## src/rtl/sram_axi_bridge.sv

```systemverilog
// Bridges the core's SRAM-like inst/data ports onto single-beat AXI transactions, one at a time.
// Optional response checking (rresp/bresp ports, sticky bus_err) is enabled by defining BRIDGE_RESP_CHECK_EN.
module sram_axi_bridge #(
   parameter bit DATA_FIRST = 1'b1,
   parameter bit ADDR_MAP   = 1'b1
) (
   input  logic        clk,
   input  logic        resetn,
   input  logic        inst_sram_en,
   input  logic [31:0] inst_sram_addr,
   output logic [31:0] inst_sram_rdata,
   input  logic        data_sram_en,
   input  logic [3:0]  data_sram_wen,
   input  logic [31:0] data_sram_addr,
   input  logic [31:0] data_sram_wdata,
   output logic [31:0] data_sram_rdata,
   output logic        stall_by_sram,
   output logic [31:0] araddr,
   output logic        arvalid,
   input  logic        arready,
   input  logic [31:0] rdata,
   input  logic        rvalid,
   output logic        rready,
   output logic [31:0] awaddr,
   output logic        awvalid,
   input  logic        awready,
   output logic [31:0] wdata,
   output logic [3:0]  wstrb,
   output logic        wvalid,
   input  logic        wready,
   input  logic        bvalid,
   output logic        bready
`ifdef BRIDGE_RESP_CHECK_EN
  ,input  logic [1:0]  rresp,
   input  logic [1:0]  bresp,
   output logic        bus_err
`endif
);

   typedef enum logic [2:0] {IDLE, RD_AR, RD_R, WR_AW, WR_B, SEL, DONE} state_t;

   state_t      state, state_next;
   logic        inst_done, data_done;
   logic        serve_data, serve_wr;
   logic        aw_pend, w_pend;
   logic [31:0] addr_q, wdata_q, rbuf;
   logic [3:0]  wstrb_q;

   logic inst_pend, data_pend, pick_data, pick_wr, other_pend, aw_ok, w_ok;

   // kseg0/kseg1 both alias the low 512 MB of physical space.
   function automatic logic [31:0] map_addr(input logic [31:0] a);
      if (ADDR_MAP && a[31:30] == 2'b10) map_addr = {3'b000, a[28:0]};
      else                               map_addr = a;
   endfunction

   assign inst_pend     = inst_sram_en & ~inst_done;
   assign data_pend     = data_sram_en & ~data_done;
   assign stall_by_sram = inst_pend | data_pend;
   assign pick_data     = data_pend & (DATA_FIRST | ~inst_pend);
   assign pick_wr       = pick_data & (|data_sram_wen);
   assign other_pend    = serve_data ? inst_pend : data_pend;
   assign aw_ok         = ~aw_pend | awready;
   assign w_ok          = ~w_pend | wready;

   always_ff @(posedge clk or negedge resetn) begin
      if (!resetn) begin
         state <= IDLE;
      end else begin
         // NOTE: sequential state uses non-blocking assignments so every register samples pre-edge values.
         state <= state_next;
      end
   end

   // NOTE: every always_comb output gets a default first, otherwise an uncovered path infers a latch.
   always_comb begin
      state_next = state;
      case (state)
         IDLE:  if (stall_by_sram) state_next = pick_wr ? WR_AW : RD_AR;
         RD_AR: if (arready) state_next = RD_R;
         RD_R:  if (rvalid) state_next = SEL;
         WR_AW: if (aw_ok && w_ok) state_next = WR_B;
         WR_B:  if (bvalid) state_next = SEL;
         SEL:   state_next = other_pend ? IDLE : DONE;
         DONE:  state_next = IDLE;
         default: state_next = IDLE;
      endcase
   end

   always_comb begin
      arvalid = 1'b0;
      rready  = 1'b0;
      awvalid = 1'b0;
      wvalid  = 1'b0;
      bready  = 1'b0;
      case (state)
         RD_AR: arvalid = 1'b1;
         RD_R:  rready  = 1'b1;
         WR_AW: begin
            awvalid = aw_pend;
            wvalid  = w_pend;
         end
         WR_B:  bready  = 1'b1;
         default: ;
      endcase
   end

   assign araddr = addr_q;
   assign awaddr = addr_q;
   assign wdata  = wdata_q;
   assign wstrb  = wstrb_q;

   always_ff @(posedge clk or negedge resetn) begin
      if (!resetn) begin
         inst_done       <= 1'b0;
         data_done       <= 1'b0;
         serve_data      <= 1'b0;
         serve_wr        <= 1'b0;
         aw_pend         <= 1'b0;
         w_pend          <= 1'b0;
         addr_q          <= '0;
         wdata_q         <= '0;
         wstrb_q         <= '0;
         rbuf            <= '0;
         inst_sram_rdata <= '0;
         data_sram_rdata <= '0;
      end else begin
         case (state)
            IDLE: if (stall_by_sram) begin
               serve_data <= pick_data;
               serve_wr   <= pick_wr;
               addr_q     <= map_addr(pick_data ? data_sram_addr : inst_sram_addr);
               wdata_q    <= data_sram_wdata;
               wstrb_q    <= pick_wr ? data_sram_wen : 4'b0000;
               aw_pend    <= pick_wr;
               w_pend     <= pick_wr;
            end
            WR_AW: begin
               // AW and W complete independently; each valid drops on its own handshake.
               if (awready) aw_pend <= 1'b0;
               if (wready)  w_pend  <= 1'b0;
            end
            RD_R: if (rvalid) rbuf <= rdata;
            SEL: begin
               // Read data becomes visible to the core from the following cycle on.
               if (serve_data) begin
                  data_done <= 1'b1;
                  if (!serve_wr) data_sram_rdata <= rbuf;
               end else begin
                  inst_done       <= 1'b1;
                  inst_sram_rdata <= rbuf;
               end
            end
            DONE: begin
               inst_done <= 1'b0;
               data_done <= 1'b0;
            end
            default: ;
         endcase
      end
   end

`ifdef BRIDGE_RESP_CHECK_EN
   always_ff @(posedge clk or negedge resetn) begin
      if (!resetn) begin
         bus_err <= 1'b0;
      end else if ((rvalid && rready && rresp != 2'b00) || (bvalid && bready && bresp != 2'b00)) begin
         bus_err <= 1'b1;
      end
   end
`endif

endmodule
```

## config.mk

```make
export PLATFORM = sky130hd
export DESIGN_NAME = sram_axi_bridge
export DESIGN_NICKNAME = d
export VERILOG_FILES = /design/src/rtl/sram_axi_bridge.sv
export SDC_FILE = /design/constraint.sdc
export NUM_CORES = 1
export LEC_CHECK = 0
export BUFFER_PORTS_ARGS = -buffer_cell sky130_fd_sc_hd__buf_2
export CORE_MARGIN = 2
export CORE_UTILIZATION = 48
export DETAILED_ROUTE_END_ITERATION = 8
export PLACE_DENSITY = 0.84
export SLEW_MARGIN = 10
export SYNTH_ARGS = -nofsm -noshare
export SYNTH_HDL_FRONTEND = slang
export SYNTH_SLANG_ARGS = --single-unit
export TNS_END_PERCENT = 20
```

## constraint.sdc

```tcl
create_clock -name clk -period 2 [get_ports clk]
set_input_delay 0.1 -clock clk [delete_from_list [all_inputs] [get_ports clk]]
set_output_delay 0.1 -clock clk [all_outputs]
set_load 0.005 [all_outputs]
```

### After elaboration in Yosys (flattened, before gate mapping)

Cells that the tools add are included.

* register bits after elaboration: 173
* input bits: 141
* output and inout bits: 170
* word-level logic and storage cells: 81

* eq/ne operators: 16
* multiplexer cells: 26
* bitwise logic cells: 12
* reductions and logical operators: 14

Operators with widths (number)
* two-way mux 32 bit: 2
* two-way mux 3 bit: 6
* != test 2 bit, second input constant: 9
* one-hot mux 3 bit (6 select lines): 1
* two-way mux 1 bit: 11
* AND reduction 2 bit: 5
* equality test 3 bit, second input constant: 3
* AND reduction 3 bit: 3
* one-hot mux 1 bit (2 select lines): 4
* equality test 3 x 2 -> 1 bit, second input constant: 2
* inverter 1 bit: 6
* AND reduction 5 bit: 1
* two-way mux 4 bit: 1
* nonzero test 2 bit: 2
* OR reduction 4 bit: 1
* bitwise AND 1 bit: 3
* equality test 3 x 1 -> 1 bit, second input constant: 1
* zero test 3 bit: 1
* bitwise OR 1 bit: 3
* equality test 2 bit, second input constant: 1
* two-way mux 2 bit: 1
* logical AND 1 bit: 1

### Depth between registers and ports, before layout

Gate-level depths: netlist (run 1).

* depth after elaboration: 6
* gate-level depth with buffers: 6
* depth with buffers taken out: 4

### Worst setup path before layout (run 1)

No wires, ideal clock.

* path type: register to register
* start: register state[2]
* end: register data_sram_rdata[10]
* library setup time: 128 ps
* data arrival time: 1523 ps
* data required time: 1872 ps
* slack: 349 ps
* cell stages (with the launch flop): 6
* path buffers: 2
* period minus slack after synthesis: 1651 ps
* cells stage by stage: dfrtp_1 > buf_2 > nand2_2 > nor4b_4 > buf_4 > mux2_1

* cells in the longest elaborated chain, start to end: 2

Ends and longest elaborated chain
* start, declared: line 42 `state_t state, state_next;`
* start signal, assigned: line 71 `state <= state_next;`
* equality test 3 bit: line 128 `case (state)`
* AND reduction 3 bit (no line)
* end signal, assigned: line 148 `if (!serve_wr) data_sram_rdata <= rbuf;`
* end, declared: line 16 `output logic [31:0] data_sram_rdata,`

No other way between the ends.
A chain may end at the register's enable or synchronous reset.

### Worst setup path after layout (run 1)

* start: register data_done
* end: register addr_q[11] (netlist: araddr[11])

* cells in the longest elaborated chain, start to end: 4
* elaborated cells on any way between the ends: 6
* those cells by class: 2 x mux; 3 x bitwise; 1 x reduce/logical

Ends and longest elaborated chain
* start, declared: line 43 `logic inst_done, data_done;`
* start signal, assigned: line 116 `data_done <= 1'b0;`
* start signal, assigned: line 147 `data_done <= 1'b1;`
* start signal, assigned: line 156 `data_done <= 1'b0;`
* inverter 1 bit *: line 58 `assign data_pend = data_sram_en & ~data_done;`
* bitwise AND 1 bit *: line 58
* two-way mux 32 bit or bitwise OR 1 bit (tied branches): line 132, 59
* two-way mux 32 bit or AND reduction 2 bit (tied branches)
* end signal, assigned: line 132 `addr_q <= map_addr(pick_data ? data_sram_addr : inst_sram_addr);`
* end, declared: line 46 `logic [31:0] addr_q, wdata_q, rbuf;`

Every way passes the cells marked *; elsewhere a longest branch is shown, timed or not.

==> flow_summary.toml, run 1 <==
[timing]
fin_crit_ps = 1900
tightestPinTransition_ps = 543
period_share = 0.951
whs_ps = 3.82
max_freq_ghz = 0.526
slew_headroom = 0.638
setup_violations = 0
fin_skew_ps = 14.9
drv_slew = 0
setup_tns_ps = 0
hold_viol = 0
rsz0062_at_grt = "no"

[logic_synthesis]
synthAdderAreaFrac = 0
synth_cells = 518
synth_nets = 659
syn_area_per_cell_um2 = 13.9
yosysTopAreaCellShare = 0.603
synthTopCellsByCount = "dfrtp_1, mux2_1, mux2_2"
ys_seq_elements = 173
synth_area_leaders = "dfrtp_1, mux2_1, mux2_2"
synth_top_family_by_area = "multiplexers"
synth-edff-count = 0
synth_warnings = 0
yosysUniqueCellTypes = 36
synth.cell_area_um2 = 7180
muxShareOfSynthArea = 0.248
ys.flop_type = "dfrtp_1"
yosysTopAreaCell = "dfrtp_1"
seq_area_frac_synth = 0.603
synth_compound_area_frac = 0.0441
synthXorXnorAreaFrac = 0
yosys.area_share.simple = 0.0475
async_reset_ff_frac = 1.00
yosysMostFrequentCell = "dfrtp_1"

[finish]
nets = 1067
final.fill_count = 932
syn2layout_area_growth_pct = 48.2
multi_input_area_um2 = 2460
final_layout_size_suffix_gt1_frac = 0.444
regArea_um2 = 4330

[power]
vdd_ir_drop_max_v = 0.000997
p_leak_nw = 5.57
powerDensity_nw_per_um2 = 1400

[drt]
firstDrtPassIters = 5
routed_wl_um = 22100
drt_iter0_markers = 285
vias = 5872
wl_per_cell_um = 19.6
vias_per_cell = 5.22
ant_nets = 0
drc = 0

[clock_network]
clkTransAtPathRegs_ps = 60
clkLatencyLatePin_ps = 420
max-clock-path-buffers = 2
cts_tree = "yes"
cts_sinks = 173
htree_num_levels = 4
numCtsBuffers = 17
root_buffer = "clkbuf_16"

[die]
start_util = 0.492
ios = 311
die_y_um = 126
dieWidth_um = 126
core_area_um2 = 14600
rows = 44
die_area_um2 = 16000

[min_path]
hp-class = "input pin to flip-flop"

[grt]
grtUsageTotal = 0.278
grt.overflow.total = 0
grt_max_degree = 58
grt_pass1_wl_um = 34200
antenna_found_initial = 1
grt_pass1_vias = 6409

[critical_path]
worstSetupPathType = "flip-flop to flip-flop"
worstPathRequired_ps = 2290
cp.arrival_ps = 2190
startpoint_type = "flip-flop"
rrSetupSlack_ps = 100
cp_max_fo = 32
worstSetupEndpointType = "flip-flop"

[place]
io_buffers = 310
dp.final_hpwl_um = 12600
gp_congestion = 0.839

[status]
status = "complete, no violations"

[run]
cap_violations = 0
[critical path: stages, from the launching register on]
cell           delay (ps)
dfrtp_1               390
nand2b_2              160
buf_12                240
mux2i_1               260
dlygate4sd3_1         600
o21ai_0               100
[kinds of logic (layout without fill, tap and decap cells)]
family | count (synthesis) | count (layout)
and+or+nand+nor | 66 | 66
AOI/OAI and AO/OA | 53 | 53
other | 0 | 1
DFF | 173 | 173
buffers and inverters | 64 | 485
muxes | 162 | 162
[through the flow]
step                      std cells  total power [mW]  setup WS, ps   util  area, um^2
after floorplan                 518              8.79           349      -        7180
after global placement          968              10.7           226  0.603        8800
after detailed placement        968              10.9           181  0.603        8800
after CTS                      1123              14.7          90.3  0.730       10600
after global routing           1124              15.7          52.6  0.730       10600
final                          1124              14.9          97.7  0.730       10600
[report_power, final]
part,switching [mW],internal [mW]
registers,1.17,5.16
clock network,1.43,1.99
logic,2.36,2.83
[placed cells by master (no fill, tap or decap), types with 3 or more instances in the layout]
cell type | Yosys | final
mux2_2 | 48 | 48
nand2_1 | 36 | 36
nor2_1 | 6 | 6
buf_12 | 0 | 7
buf_4 | 35 | 9
dfrtp_1 | 173 | 173
buf_2 | 15 | 309
a21o_1 | 3 | 3
clkinv_2 | 0 | 3
mux2i_1 | 32 | 32
inv_1 | 4 | 4
dlygate4sd3_1 | 0 | 123
inv_6 | 0 | 3
bufinv_16 | 0 | 3
mux2_1 | 82 | 82
o21ai_0 | 33 | 33
a21oi_1 | 3 | 3
nand2b_1 | 4 | 3
a22o_1 | 4 | 4
clkinvlp_4 | 0 | 3
clkbuf_16 | 0 | 17
[path summary, 6_finish.rpt]
check,cells past startpoint,startpoint,end
worst min register to register,1,data_sram_rdata[21]$_DFFE_PN0P_,data_sram_rdata[21]$_DFFE_PN0P_
worst max-delay path,5,data_done$_DFFE_PN0P_,araddr[11]$_DFFE_PN0P_
worst min-delay path,3,inst_sram_addr[26],araddr[26]$_DFFE_PN0P_
worst max register to register,5,data_done$_DFFE_PN0P_,araddr[11]$_DFFE_PN0P_
min in group asynchronous,2,resetn,state[0]$_DFFE_PN0P_
max in group asynchronous,3,resetn,araddr[1]$_DFFE_PN0P_
[per-layer routing]
layer  wire length (um)  vias to the layer above  global-route usage
met5                  0                        -                   0
met4               1130                        0               0.155
met3               1250                       81              0.0713
met2              11700                      291               0.494
met1               7950                     2898               0.301
li1                   -                     2602                   -
[flip-flops by register name, indices dropped and copies added (netlist names)]
register	count
data_done	1
rbuf	32
serve_wr	1
state	3
w_pend	1
data_sram_rdata	32
araddr	32
wstrb	4
aw_pend	1
wdata	32
inst_sram_rdata	32
serve_data	1
inst_done	1
[what timing repair did]
action                                  CTS  global route
endpoints found under the setup margin    0             2
setup buffers                             0             0
resized for setup                         0             1
hold buffers                            123             0
endpoints found under the hold margin   150             0
[area by class of cell]
class	instances	share of cell area
Antenna cell	1	0.000235
Multi-Input combinational cell	281	0.231
Tap cell	184	0.0216
Clock inverter	15	0.0174
Timing Repair Buffer	449	0.281
Clock buffer	17	0.0399
Inverter	4	0.00141
Sequential cell	173	0.407
(Power assumes the default switching activity.)
==> inputs of run 2 (changes only) <==
HOLD_SLACK_MARGIN = 0.15   (was not set)
==> flow_summary.toml, run 2 (synthesis gave the netlist of run 1 again) <==
[die]
die_area_um2 = 16000
die_y_um = 126
dieWidth_um = 126
core_area_um2 = 14600
start_util = 0.492
rows = 44
ios = 311

[drt]
routed_wl_um = 22600
vias = 5970
vias_per_cell = 5.25
ant_nets = 0
firstDrtPassIters = 5
drt_iter0_markers = 283
wl_per_cell_um = 19.9
drc = 0

[grt]
grt.overflow.total = 0
grt_max_degree = 58
grtUsageTotal = 0.284
antenna_found_initial = 1
grt_pass1_wl_um = 34900
grt_pass1_vias = 6482

[critical_path]
worstSetupPathType = "flip-flop to flip-flop"
worstSetupEndpointType = "flip-flop"
worstPathRequired_ps = 2300
critPathLaunch = "data_done$_DFFE_PN0P_"
rrSetupSlack_ps = 130
r2r_start = "data_done$_DFFE_PN0P_"
cp_max_fo = 32
ff2ff_path_depth = 6
cp.arrival_ps = 2160
startpoint_type = "flip-flop"

[clock_network]
htree_num_levels = 4
clkLatencyLatePin_ps = 420
max-clock-path-buffers = 2
cts_tree = "yes"
clkTransAtPathRegs_ps = 80
numCtsBuffers = 17
cts_sinks = 173
root_buffer = "clkbuf_16"

[power]
p_leak_nw = 5.63
p_total_mw = 15.0
vdd_ir_drop_max_v = 0.000879
powerDensity_nw_per_um2 = 1390

[timing]
fin_skew_ps = 12.8
slew_headroom = 0.638
fin_crit_ps = 1870
tightestPinTransition_ps = 543
max_freq_ghz = 0.536
drv_slew = 0
setup_violations = 0
hold_viol = 0
rsz0062_at_grt = "no"
setup_tns_ps = 0
whs_ps = 276
period_share = 0.933
setup_ws_ps = 133

[place]
dp_slack_ps = 181
dp.final_hpwl_um = 12600
gp_congestion = 0.839
io_buffers = 310
dp.cells = 968
place_area_um2 = 8800

[finish]
stdcell_count = 1138
mostFrequentLayoutCell = "buf_2"
fin_area_um2 = 10800
nets = 1081
syn2layout_area_growth_pct = 50.2
layout_common_cells = "buf_2, dfrtp_1, dlygate4sd3_1"
fin_util = 0.740
final_layout_size_suffix_gt1_frac = 0.438

[min_path]
hp-class = "input pin to asynchronous set/reset pin"

[run]
cap_violations = 0

[status]
status = "complete, no violations"
==> run 2: cell types whose count changed in the layout (fill, tap and decap cells not counted), sizes merged <==
cell and change:
dlygate4sd3 +14
==> run 2: final cells by class <==
class,instances,area [um^2]
antenna,1,2.50
clock buffer,17,425
clock inverter,15,185
fill,894,3800
inverter,4,15.0
multi-input combinational,281,2460
sequential,173,4330
tap,184,230
timing repair buffer,463,3140
==> run 2: report_power, final <==
part / leakage [nW] / switching (mW) / internal, mW
Combinational: 3.20 / 2.40 / 2.86
Clock: 0.294 / 1.42 / 1.99
Sequential: 2.13 / 1.18 / 5.16
==> run 2: metal layers <==
layer	GRT usage	part of all wire	vias up
li1	-	-	2631
met1	0.297	0.36	2958
met2	0.512	0.53	290
met3	0.0810	0.060	91
met4	0.156	0.049	0
met5	0	0	-
==> run 2: path summary, 6_finish.rpt <==
kind | to
worst max-delay path | araddr[29]$_DFFE_PN0P_
min in group clk | serve_wr$_DFFE_PN0P_
worst max register to register | araddr[29]$_DFFE_PN0P_
max in group asynchronous | araddr[1]$_DFFE_PN0P_
worst min-delay path | wdata[6]$_DFFE_PN0P_
worst min register to register | data_sram_rdata[21]$_DFFE_PN0P_
==> run 2: what timing repair did <==
action,in CTS,in global routing
setup buffers,0,0
hold endpoints to repair,276,0
resized for setup,0,1
hold buffers,137,0
endpoints found under the setup margin,0,2
==> run 2: worst max-delay path: stages (launching register included) <==
cell and delay [ps]:
dfrtp_1 410, nand2b_2 210, buf_12 190, nand3_1 110
dlygate4sd3_1 570, a21oi_1 80, a21o_1 180
==> inputs of run 3 (changes only) <==
--- a/constraint.sdc
+++ b/constraint.sdc
@@ -3,2 +3,2 @@
 set_output_delay 0.1 -clock clk [all_outputs]
-set_load 0.005 [all_outputs]
+set_load 0.02 [all_outputs]
==> flow_summary.toml, run 3 (synthesis gave the netlist of run 1 again) <==
[status]
status = "complete, no violations"

[finish]
layout_common_cells = "buf_2, dfrtp_1, dlygate4sd3_1"
multi_input_area_um2 = 2470
mostFrequentLayoutCell = "buf_2"
final_layout_size_suffix_gt1_frac = 0.437
syn2layout_area_growth_pct = 51.3
stdcell_count = 1138
nets = 1081
final.fill_count = 854
fin_util = 0.745
regArea_um2 = 4330

[timing]
period_share = 0.953
slew_headroom = 0.588
hold_viol = 0
tightestPinTransition_ps = 619
whs_ps = 209
rsz0062_at_grt = "yes"
setup_violations = 0
max_freq_ghz = 0.525
drv_slew = 0
fin_crit_ps = 1910
fin_skew_ps = 10.6

[critical_path]
startpoint_type = "flip-flop"
ff2ff_path_depth = 4
r2r_end = "data_sram_rdata[5]$_DFFE_PN0P_"
r2r_start = "state[2]$_DFFE_PN0P_"
rrSetupSlack_ps = 90
worstSetupPathType = "flip-flop to flip-flop"
worstPathRequired_ps = 2290
worstSetupEndpointType = "flip-flop"
cp_max_fo = 32
cp.arrival_ps = 2200

[drt]
wl_met1_um = 8240
vias_per_cell = 5.17
firstDrtPassIters = 5
wl_met3_um = 1300
top_layer = "met4"
wl_per_cell_um = 19.7
ant_nets = 0
drt_iter0_markers = 328
routed_wl_um = 22400
route.met2.wl_um = 11900
vias = 5883
drc = 0

[clock_network]
root_buffer = "clkbuf_16"
cts_sinks = 173
postCtsSetupBuffers = 0
clkTransAtPathRegs_ps = 70
htree_num_levels = 4
max-clock-path-buffers = 2
clkLatencyLatePin_ps = 430
cts_tree = "yes"
numCtsBuffers = 17

[grt]
antenna_found_initial = 1
grt.overflow.total = 0
grt_max_degree = 66
grt_pass1_wl_um = 35300
grt_pass1_vias = 6529
grtUsageTotal = 0.285

[place]
dp.final_hpwl_um = 12400
dp.cells = 968
io_buffers = 310
gp_congestion = 0.803

[power]
p_leak_nw = 5.67
vdd_ir_drop_max_v = 0.00124
powerDensity_nw_per_um2 = 1570

[die]
die_area_um2 = 16000
start_util = 0.492
rows = 44
dieWidth_um = 126
core_area_um2 = 14600
die_y_um = 126
ios = 311

[min_path]
min_to = "araddr[29]$_DFFE_PN0P_"
whs_path_depth = 5
holdCritStartpoint = "inst_sram_addr[30]"
hp-class = "input pin to flip-flop"

[run]
cap_violations = 0
-- run 3: worst max-delay path, cell delays in order, from the launching register on --
cell	delay (ps)
dfrtp_1	640
nand2_2	190
nor4b_4	300
buf_12	260
mux2_1	380
-- run 3: what timing repair did --
| item | in CTS | in global routing |
|---|---|---|
| hold buffers | 137 | 0 |
| resized for setup | 0 | 1 |
| endpoints found under the setup margin | 0 | 12 |
| hold endpoints to repair | 245 | 0 |
-- run 3: per-stage QoR --
stage | TNS, ps | power, mW | worst slack, ps | area, um^2
floorplan | 0 | 10.6 | 267 | 7190
global placement | 0 | 12.6 | 243 | 8830
detailed placement | 0 | 12.8 | 187 | 8830
CTS | 0 | 16.8 | 32.5 | 10900
global route | -6.48 | 17.9 | -3.62 | 10900
finish | 0 | 17.1 | 93.7 | 10900
-- run 3: routing by layer --
layer  vias up  track usage
li1       2621            -
met1      2898        0.320
met2       283        0.503
met3        81       0.0751
met4         0        0.142
met5         -            0
-- run 3: power by group --
group | internal [mW] | total [mW] | switching, mW
sequential | 5.16 | 6.39 | 1.22
clock | 2.30 | 3.70 | 1.40
combinational | 2.86 | 6.99 | 4.13
-- run 3: layout make-up --
class                           instances  area share
Antenna cell                            1    0.000230
Clock buffer                           20      0.0420
Clock inverter                         12      0.0189
Inverter                                4     0.00138
Multi-Input combinational cell        281       0.227
Sequential cell                       173       0.398
Tap cell                              184      0.0212
Timing Repair Buffer                  463       0.291
-- run 3: worst max-delay path by stage --
stage | startpoint | end | slack, ps | cells after the start
after detailed placement | state[2]$_DFFE_PN0P_ | data_sram_rdata[21]$_DFFE_PN0P_ | 190 | 4
after global placement | state[2]$_DFFE_PN0P_ | data_sram_rdata[30]$_DFFE_PN0P_ | 240 | 4
after floorplan | state[1]$_DFFE_PN0P_ | rbuf[10]$_DFFE_PN0P_ | 270 | 5
after CTS | data_done$_DFFE_PN0P_ | araddr[20]$_DFFE_PN0P_ | 30 | 4
after global routing | state[0]$_DFFE_PN0P_ | wdata[28]$_DFFE_PN0P_ | -4 | 4
final | state[2]$_DFFE_PN0P_ | data_sram_rdata[5]$_DFFE_PN0P_ | 90 | 4
